===== config.mk =====
export PLATFORM = sky130hd
export DESIGN_NAME = el2_dcls_err_ctrl_flat
export DESIGN_NICKNAME = d
export VERILOG_FILES = /design/src/rtl/el2_mubi_pkg.sv /design/src/rtl/el2_pkg.sv /design/src/rtl/el2_dcls_err_ctrl_if.sv /design/src/rtl/el2_dcls_timer.sv /design/src/rtl/el2_dcls_err_ctrl.sv /design/src/flat_wrapper.sv
export SDC_FILE = /design/constraint.sdc
export NUM_CORES = 1
export LEC_CHECK = 0
export BUFFER_PORTS_ARGS = -buffer_cell sky130_fd_sc_hd__buf_2
export CAP_MARGIN = 40
export CELL_PAD_IN_SITES_DETAIL_PLACEMENT = 0
export CELL_PAD_IN_SITES_GLOBAL_PLACEMENT = 2
export CORE_MARGIN = 10
export CORE_UTILIZATION = 33
export CTS_CLUSTER_DIAMETER = 150
export DETAILED_ROUTE_END_ITERATION = 7
export PLACE_DENSITY = 0.91
export SLEW_MARGIN = 40
export SYNTH_ARGS = -nofsm -noshare
export SYNTH_HDL_FRONTEND = slang
export SYNTH_SLANG_ARGS = --single-unit
export TNS_END_PERCENT = 5

===== constraint.sdc =====
create_clock -name clk -period 4.4 [get_ports clk]
set_clock_uncertainty 0.05 [all_clocks]
set_input_delay 0.44 -clock clk [delete_from_list [all_inputs] [get_ports clk]]
set_output_delay 0.44 -clock clk [all_outputs]
set_load 0.005 [all_outputs]

===== src/rtl/el2_mubi_pkg.sv =====
// Multi-bit boolean encoding shared by the lockstep control logic.
// Only the exact True pattern counts as true; every other value is treated as False.
package el2_mubi_pkg;
    typedef logic [3:0] el2_mubi_t;

    localparam el2_mubi_t MuBi4True  = 4'h6;
    localparam el2_mubi_t MuBi4False = 4'h9;

    function automatic logic mubi4_test_true_strict(el2_mubi_t val);
        return val == MuBi4True;
    endfunction
endpackage


===== src/rtl/el2_pkg.sv =====
// Shared VeeR types used by the lockstep error controller.
package el2_pkg;
    typedef enum logic [2:0] {
        ST_RST_WAIT,
        ST_WARMUP,
        ST_ARMED,
        ST_INJ_WAIT,
        ST_DISABLED,
        ST_ALERT,
        ST_LOCKED
    } el2_dcls_state_e;
endpackage


===== src/rtl/el2_dcls_err_ctrl_if.sv =====
// Comparator result/enable and SoC alert handshake between the lockstep controller and its neighbours.
interface el2_dcls_err_ctrl_if;
    logic cmp_valid_i;
    logic cmp_mismatch_i;
    logic cmp_en_o;
    logic alert_req_o;
    logic alert_ack_i;

    modport master (
        input  cmp_valid_i,
        input  cmp_mismatch_i,
        input  alert_ack_i,
        output cmp_en_o,
        output alert_req_o
    );

    modport slave (
        output cmp_valid_i,
        output cmp_mismatch_i,
        output alert_ack_i,
        input  cmp_en_o,
        input  alert_req_o
    );
endinterface


===== src/rtl/el2_dcls_timer.sv =====
// Load/count/expire counter; expire_o flags the cycle in which the count sits at limit_i.
module el2_dcls_timer #(
    parameter int W = 4
) (
    input  logic         clk,
    input  logic         rst,
    input  logic         load_i,
    input  logic         en_i,
    input  logic [W-1:0] limit_i,
    output logic         expire_o
);
    logic [W-1:0] cnt_q, cnt_d;

    always_comb begin
        cnt_d = cnt_q;
        if (load_i)                         cnt_d = '0;
        else if (en_i && cnt_q != limit_i)  cnt_d = cnt_q + W'(1);
    end

    always_ff @(posedge clk) begin
        if (rst) cnt_q <= '0;
        else     cnt_q <= cnt_d;
    end

    assign expire_o = en_i && (cnt_q == limit_i);
endmodule


===== src/rtl/el2_dcls_err_ctrl.sv =====
// DCLS comparison sequencer: gates the comparator through reset/warm-up/disable,
// counts mismatches, runs injection self-tests and escalates to a sticky alert.
module el2_dcls_err_ctrl
    import el2_mubi_pkg::*;
    import el2_pkg::*;
#(
    parameter int DELAY      = 3,
    parameter int WARMUP     = 8,
    parameter int ERR_THRESH = 1,
    parameter int CNT_W      = 8,
    parameter int INJ_TMO    = 6
) (
    input  logic                 clk,
    input  logic                 rst,
    input  logic                 core_rst_l_i,
    input  el2_mubi_t            disable_detection_i,
    input  el2_mubi_t            inj_en_i,
    input  logic                 inj_req_i,
    el2_dcls_err_ctrl_if.master  bus,
    output logic                 inj_o,
    output logic                 inj_fail_o,
    output el2_mubi_t            corruption_detected_o,
    output logic [CNT_W-1:0]     mismatch_cnt_o
);
    // Windows never shorter than the shadow lag, or the comparator would see stale shadow state.
    localparam int WARM_CYC = (WARMUP  > DELAY)     ? WARMUP  : DELAY + 1;
    localparam int INJ_CYC  = (INJ_TMO > DELAY + 1) ? INJ_TMO : DELAY + 2;
    localparam int TMR_MAX  = (WARM_CYC > INJ_CYC)  ? WARM_CYC : INJ_CYC;
    localparam int TW       = $clog2(TMR_MAX + 1);
    localparam logic [CNT_W-1:0] CNT_MAX = '1;
    localparam logic [CNT_W-1:0] THRESH  = CNT_W'(ERR_THRESH);

    el2_dcls_state_e  state_q, state_d;
    logic [CNT_W-1:0] cnt_q, cnt_d;
    logic             inj_q, inj_d, fail_q, fail_d;
    el2_mubi_t        corr_q, corr_d;
    logic             dis, inj_ok, mism, core_rst, tmr_en, tmr_exp;
    logic [TW-1:0]    tmr_lim;

    assign dis      = mubi4_test_true_strict(disable_detection_i);
    assign inj_ok   = mubi4_test_true_strict(inj_en_i);
    assign mism     = bus.cmp_valid_i & bus.cmp_mismatch_i;
    assign core_rst = ~core_rst_l_i;
    assign tmr_en   = (state_q == ST_WARMUP) || (state_q == ST_INJ_WAIT);
    assign tmr_lim  = (state_q == ST_INJ_WAIT) ? TW'(INJ_CYC - 1) : TW'(WARM_CYC - 1);

    // Any state change restarts the timer, so both windows begin at zero on entry.
    el2_dcls_timer #(.W(TW)) u_timer (
        .clk      (clk),
        .rst      (rst),
        .load_i   (state_d != state_q),
        .en_i     (tmr_en),
        .limit_i  (tmr_lim),
        .expire_o (tmr_exp)
    );

    always_ff @(posedge clk) begin
        if (rst) begin
            state_q <= ST_RST_WAIT;
            cnt_q   <= '0;
            inj_q   <= 1'b0;
            fail_q  <= 1'b0;
            corr_q  <= MuBi4False;
        end else begin
            state_q <= state_d;
            cnt_q   <= cnt_d;
            inj_q   <= inj_d;
            fail_q  <= fail_d;
            corr_q  <= corr_d;
        end
    end

    always_comb begin
        state_d = state_q;
        unique case (state_q)
            ST_RST_WAIT: if (core_rst_l_i) state_d = ST_WARMUP;
            ST_WARMUP: begin
                if (core_rst)     state_d = ST_RST_WAIT;
                else if (tmr_exp) state_d = dis ? ST_DISABLED : ST_ARMED;
            end
            // A reached threshold outranks disable and injection requests.
            ST_ARMED: begin
                if (core_rst)                          state_d = ST_RST_WAIT;
                else if (cnt_q >= THRESH)              state_d = ST_ALERT;
                else if (dis)                          state_d = ST_DISABLED;
                else if (inj_req_i && inj_ok && !mism) state_d = ST_INJ_WAIT;
            end
            ST_INJ_WAIT: begin
                if (core_rst)     state_d = ST_RST_WAIT;
                else if (dis)     state_d = ST_DISABLED;
                else if (mism)    state_d = ST_ARMED;
                else if (tmr_exp) state_d = ST_ALERT;
            end
            ST_DISABLED: begin
                if (core_rst)  state_d = ST_RST_WAIT;
                else if (!dis) state_d = ST_WARMUP;
            end
            ST_ALERT:  if (bus.alert_ack_i) state_d = ST_LOCKED;
            ST_LOCKED: state_d = ST_LOCKED;
            default:   state_d = ST_RST_WAIT;
        endcase
    end

    always_comb begin
        bus.cmp_en_o    = (state_q == ST_ARMED) || (state_q == ST_INJ_WAIT);
        bus.alert_req_o = (state_q == ST_ALERT);
        inj_d  = (state_q == ST_ARMED) && (state_d == ST_INJ_WAIT);
        fail_d = fail_q || ((state_q == ST_INJ_WAIT) && (state_d == ST_ALERT));
        corr_d = (state_d == ST_ALERT) ? MuBi4True : corr_q;
        cnt_d  = cnt_q;
        if (core_rst && state_q != ST_ALERT && state_q != ST_LOCKED)
            cnt_d = '0;
        else if (state_q == ST_ARMED && mism && cnt_q != CNT_MAX)
            cnt_d = cnt_q + CNT_W'(1);
    end

    assign inj_o                 = inj_q;
    assign inj_fail_o            = fail_q;
    assign corruption_detected_o = corr_q;
    assign mismatch_cnt_o        = cnt_q;
endmodule


===== src/flat_wrapper.sv =====
// flat-port wrapper written by rule: the top's interface ports become plain ports
module el2_dcls_err_ctrl_flat import el2_mubi_pkg::*; import el2_pkg::*;
#(
    parameter int DELAY      = 3,
    parameter int WARMUP     = 8,
    parameter int ERR_THRESH = 1,
    parameter int CNT_W      = 8,
    parameter int INJ_TMO    = 6
)
  (clk, rst, core_rst_l_i, disable_detection_i, inj_en_i, inj_req_i, inj_o, inj_fail_o, corruption_detected_o, mismatch_cnt_o, bus_cmp_valid_i, bus_cmp_mismatch_i, bus_alert_ack_i, bus_cmp_en_o, bus_alert_req_o);
  el2_dcls_err_ctrl_if bus_i ();
  input  logic clk;
  input  logic rst;
  input  logic core_rst_l_i;
  input  el2_mubi_t disable_detection_i;
  input  el2_mubi_t inj_en_i;
  input  logic inj_req_i;
  output logic inj_o;
  output logic inj_fail_o;
  output el2_mubi_t corruption_detected_o;
  output logic [CNT_W-1:0] mismatch_cnt_o;
  input wire logic [$bits(bus_i.cmp_valid_i)-1:0] bus_cmp_valid_i;
  input wire logic [$bits(bus_i.cmp_mismatch_i)-1:0] bus_cmp_mismatch_i;
  input wire logic [$bits(bus_i.alert_ack_i)-1:0] bus_alert_ack_i;
  output wire logic [$bits(bus_i.cmp_en_o)-1:0] bus_cmp_en_o;
  output wire logic [$bits(bus_i.alert_req_o)-1:0] bus_alert_req_o;
  assign bus_i.cmp_valid_i = bus_cmp_valid_i;
  assign bus_i.cmp_mismatch_i = bus_cmp_mismatch_i;
  assign bus_i.alert_ack_i = bus_alert_ack_i;
  assign bus_cmp_en_o = bus_i.cmp_en_o;
  assign bus_alert_req_o = bus_i.alert_req_o;
  el2_dcls_err_ctrl #(.DELAY(DELAY), .WARMUP(WARMUP), .ERR_THRESH(ERR_THRESH), .CNT_W(CNT_W), .INJ_TMO(INJ_TMO)) u_core (.clk(clk), .rst(rst), .core_rst_l_i(core_rst_l_i), .disable_detection_i(disable_detection_i), .inj_en_i(inj_en_i), .inj_req_i(inj_req_i), .bus(bus_i), .inj_o(inj_o), .inj_fail_o(inj_fail_o), .corruption_detected_o(corruption_detected_o), .mismatch_cnt_o(mismatch_cnt_o));
endmodule

==> reports/results.md <==
| Metric | This run | Unit |
|:---|:---|:---|
| DR DRC count | 0 | - |
| Number of clock sinks | 19 | - |
| Drt initial violations | 112 | - |
| Count of pins over their slew limit | 0 | - |
| Max-Slew Margin vs Limit | 0.492 | - |
| Slack of the worst reg-to-reg path | 2.02 | ns |
| Synthesized area divided by synthesized cell count | 8.41 | um2 |
| Residual overflow from global routing | 0 | - |
| Antenna violations before repair | 0 | - |
| Number of unique standard cell types used by synthesis | 51 | - |
| Number of cells produced by synthesis | 153 | - |
| Worst supply voltage drop on vdd | 109 | uV |
| Area of the core | 3720 | um2 |
| Number of port buffers | 30 | - |
| Proportion of layout cells with a drive suffix above 1 | 0.254 | - |
| Leading cell type in the layout, fill and taps excluded | buf_2 | - |
| Unrepaired setup endpoints after global routing | false | - |
| Async set-or-reset flop fraction in the synthesized netlist | 0 | - |
| Total I/O pin count | 31 | - |
| Outcome | completed | - |
| Global-route wire length before repair | 5.62 | mm |
| HPWL after DPL | 2.44 | mm |
| WL final | 3.17 | mm |
| Critical path required time | 4.48 | ns |
| Maximum frequency from static timing analysis | 421 | MHz |
| Commonest non-fill, non-tap cells in the layout | buf_2, dfxtp_1, nor2_1 | - |
| Worst-case clock buffer depth | 2 | - |
| Detailed-routing iteration count for the pre-antenna-repair pass | 4 | - |
| CTS-repair resized insts | 0 | - |
| Count of endpoints failing hold in the final timing report | 0 | - |
| Register bit total from synthesis | 19 | - |
| Top layer reached by signal wires | met4 | - |
| Via count | 1161 | - |
| Area of all placed cells without fillers | 1490 | um2 |
| Max cap viols | 0 | - |
| Slew at the pin closest to its max-slew limit | 0.760 | ns |
| Most used DFF post-synth | dfxtp_1 | - |
| Number of global-route vias before repair | 1203 | - |
| Post-synth EDFFs | 0 | - |
| Total routing usage reported by global routing | 0.101 | - |
| Cts-stage hold buffer count | 0 | - |
| Wire length on met1 | 1.59 | mm |
| Part of the cycle the worst path needs | 0.540 | - |
| Number of cells in the finished layout apart from fillers | 225 | - |
| Post-Syn Area | 1290 | um2 |
| Starting Density | 0.346 | - |
| Path type of the worst min-delay path | flip-flop to flip-flop | - |
| Worst Path Class, Setup | flip-flop to flip-flop | - |
| Buffer type at the clock tree root | clkbuf_8 | - |
| Net count after synthesis | 172 | - |
| Post-detailed-route count of antenna-violating nets | 0 | - |
| Number of rows created at floorplan | 22 | - |
| Cell area reported after detailed placement | 1450 | um2 |
| YS warnings | 0 | - |
| Die height | 82.4 | um |
| Standby leakage power | 0.000605 | uW |
| Final TNS setup | 0 | ns |
| Largest net degree at the start of global routing | 24 | - |
| Via-per-instance ratio | 5.16 | - |
| Clock edge transition at the registers on the reported setup and hold paths | 0.07 | ns |
| Number of buffers added for setup after CTS | 0 | - |
| Final count of negative-setup-slack endpoints | 0 | - |
| Routability congestion estimate | 0.799 | - |
| Max H-tree Level | 1 | - |
| Power Density | 218 | nW/um2 |
| Die area | 6790 | um2 |
| Peak fanout along the critical path | 23 | - |
| Portion of the post-synthesis area used by sequential elements | 0.296 | - |
| Met2 WL post-DR | 1.31 | mm |
| Die X-Extent | 82.4 | um |
| Amount of wire on met3 after detailed routing | 239 | um |
| Clock tree from TritonCTS | done | - |
| Number of antenna cells inserted | 0 | - |
| Critical Path Sink Type | flip-flop | - |
| WL per Instance | 14.1 | um |
| Area Overhead vs Synth | 16.1 | % |
| Clock buffer count from CTS | 3 | - |
| Total number of nets in the final design | 197 | - |
| Clk_lat worst skew | 0.25 | ns |
| Time the final worst path needs with I/O delays and setup | 2.38 | ns |
| CP Launch Type | flip-flop | - |
| Total placed cells including tap cells | 221 | - |
| Arr. time, crit path | 2.45 | ns |
[critical path, stage by stage (launching register included)]
cell and delay [ns]:
dfxtp_1 0.82, and2b_1 0.29, nand3_1 0.10, o311ai_1 0.46, mux2i_1 0.43, nor3_1 0.10
[final cells by class]
type	count	area (um2)
flip-flops and latches	19	380
clock buffers	3	41.3
clock inverters	1	5.00
well taps	48	60.1
multi-input cells	118	833
repair buffers	30	150
inverters	6	22.5
fillers	385	2220
[cell usage after synthesis (all sizes together) (2+ instances only)]
library cell  number  area share
nand3              7       0.027
inv                6       0.018
o21ai              5       0.019
nor2b              4       0.019
nand2             10       0.029
a31oi              4       0.019
nor3b              4       0.027
nor4b              2       0.025
clkbuf             3      0.0088
nand4              2      0.0097
nor4               2       0.026
mux2i              4       0.031
or3                3       0.018
nand3b             3       0.018
nand2b             2      0.0097
dfxtp             19        0.30
o21a               2       0.012
buf                7       0.030
o22ai              2      0.0097
nor3              10       0.039
a21oi              8       0.031
ha                 4       0.039
xnor2              6       0.041
nor2              12       0.035
xor2               2       0.014
[cell families after synthesis]
kind of cell    share of synthesized area
compound gates                      0.172
xor+xnor                           0.0545
fa+ha+maj                          0.0389
buf+inv                            0.0564
flops                               0.296
mux                                0.0311
simple gates                        0.351
[metal layers]
layer	up-vias	global-route usage
met2	28	0.156
met4	0	0.0391
met5	-	0
met3	2	0.0335
met1	530	0.127
li1	601	-
[final timing paths]
check                                                       end                            start  cells past startpoint
worst max register to register          u_core.u_timer.cnt_q[1]                u_core.state_q[1]                      5
worst min register to register  u_core.corruption_detected_o[2]  u_core.corruption_detected_o[2]                      2
worst min-delay path            u_core.corruption_detected_o[2]  u_core.corruption_detected_o[2]                      2
worst max-delay path                    u_core.u_timer.cnt_q[1]                u_core.state_q[1]                      5
[metrics by stage]
stage	power, uW	setup slack (ns)	util	hold slack, ns
2_1_floorplan	200	2.41	-	0.405
3_3_place_gp	210	2.20	0.389	0.399
3_5_place_dp	210	2.05	0.389	0.405
4_1_cts	332	2.03	0.402	0.415
5_1_grt	346	1.76	0.402	0.438
6_report	326	2.02	0.402	0.412
[report_power, final]
part	switching (uW)	leakage, uW	internal [uW]
combinational	15.1	0.000426	13.0
clock	56.8	0.0000255	62.8
sequential	4.94	0.000153	173
total	76.9	0.000605	249
[registers in the layout, summed over array words and instances, names as in the netlist]
signal / flops
u_core.inj_o: 1
u_core.mismatch_cnt_o: 8
u_core.state_q: 3
u_core.inj_fail_o: 1
u_core.corruption_detected_o: 2
u_core.u_timer.cnt_q: 4
Note: power is estimated with default switching activity, not from simulation.
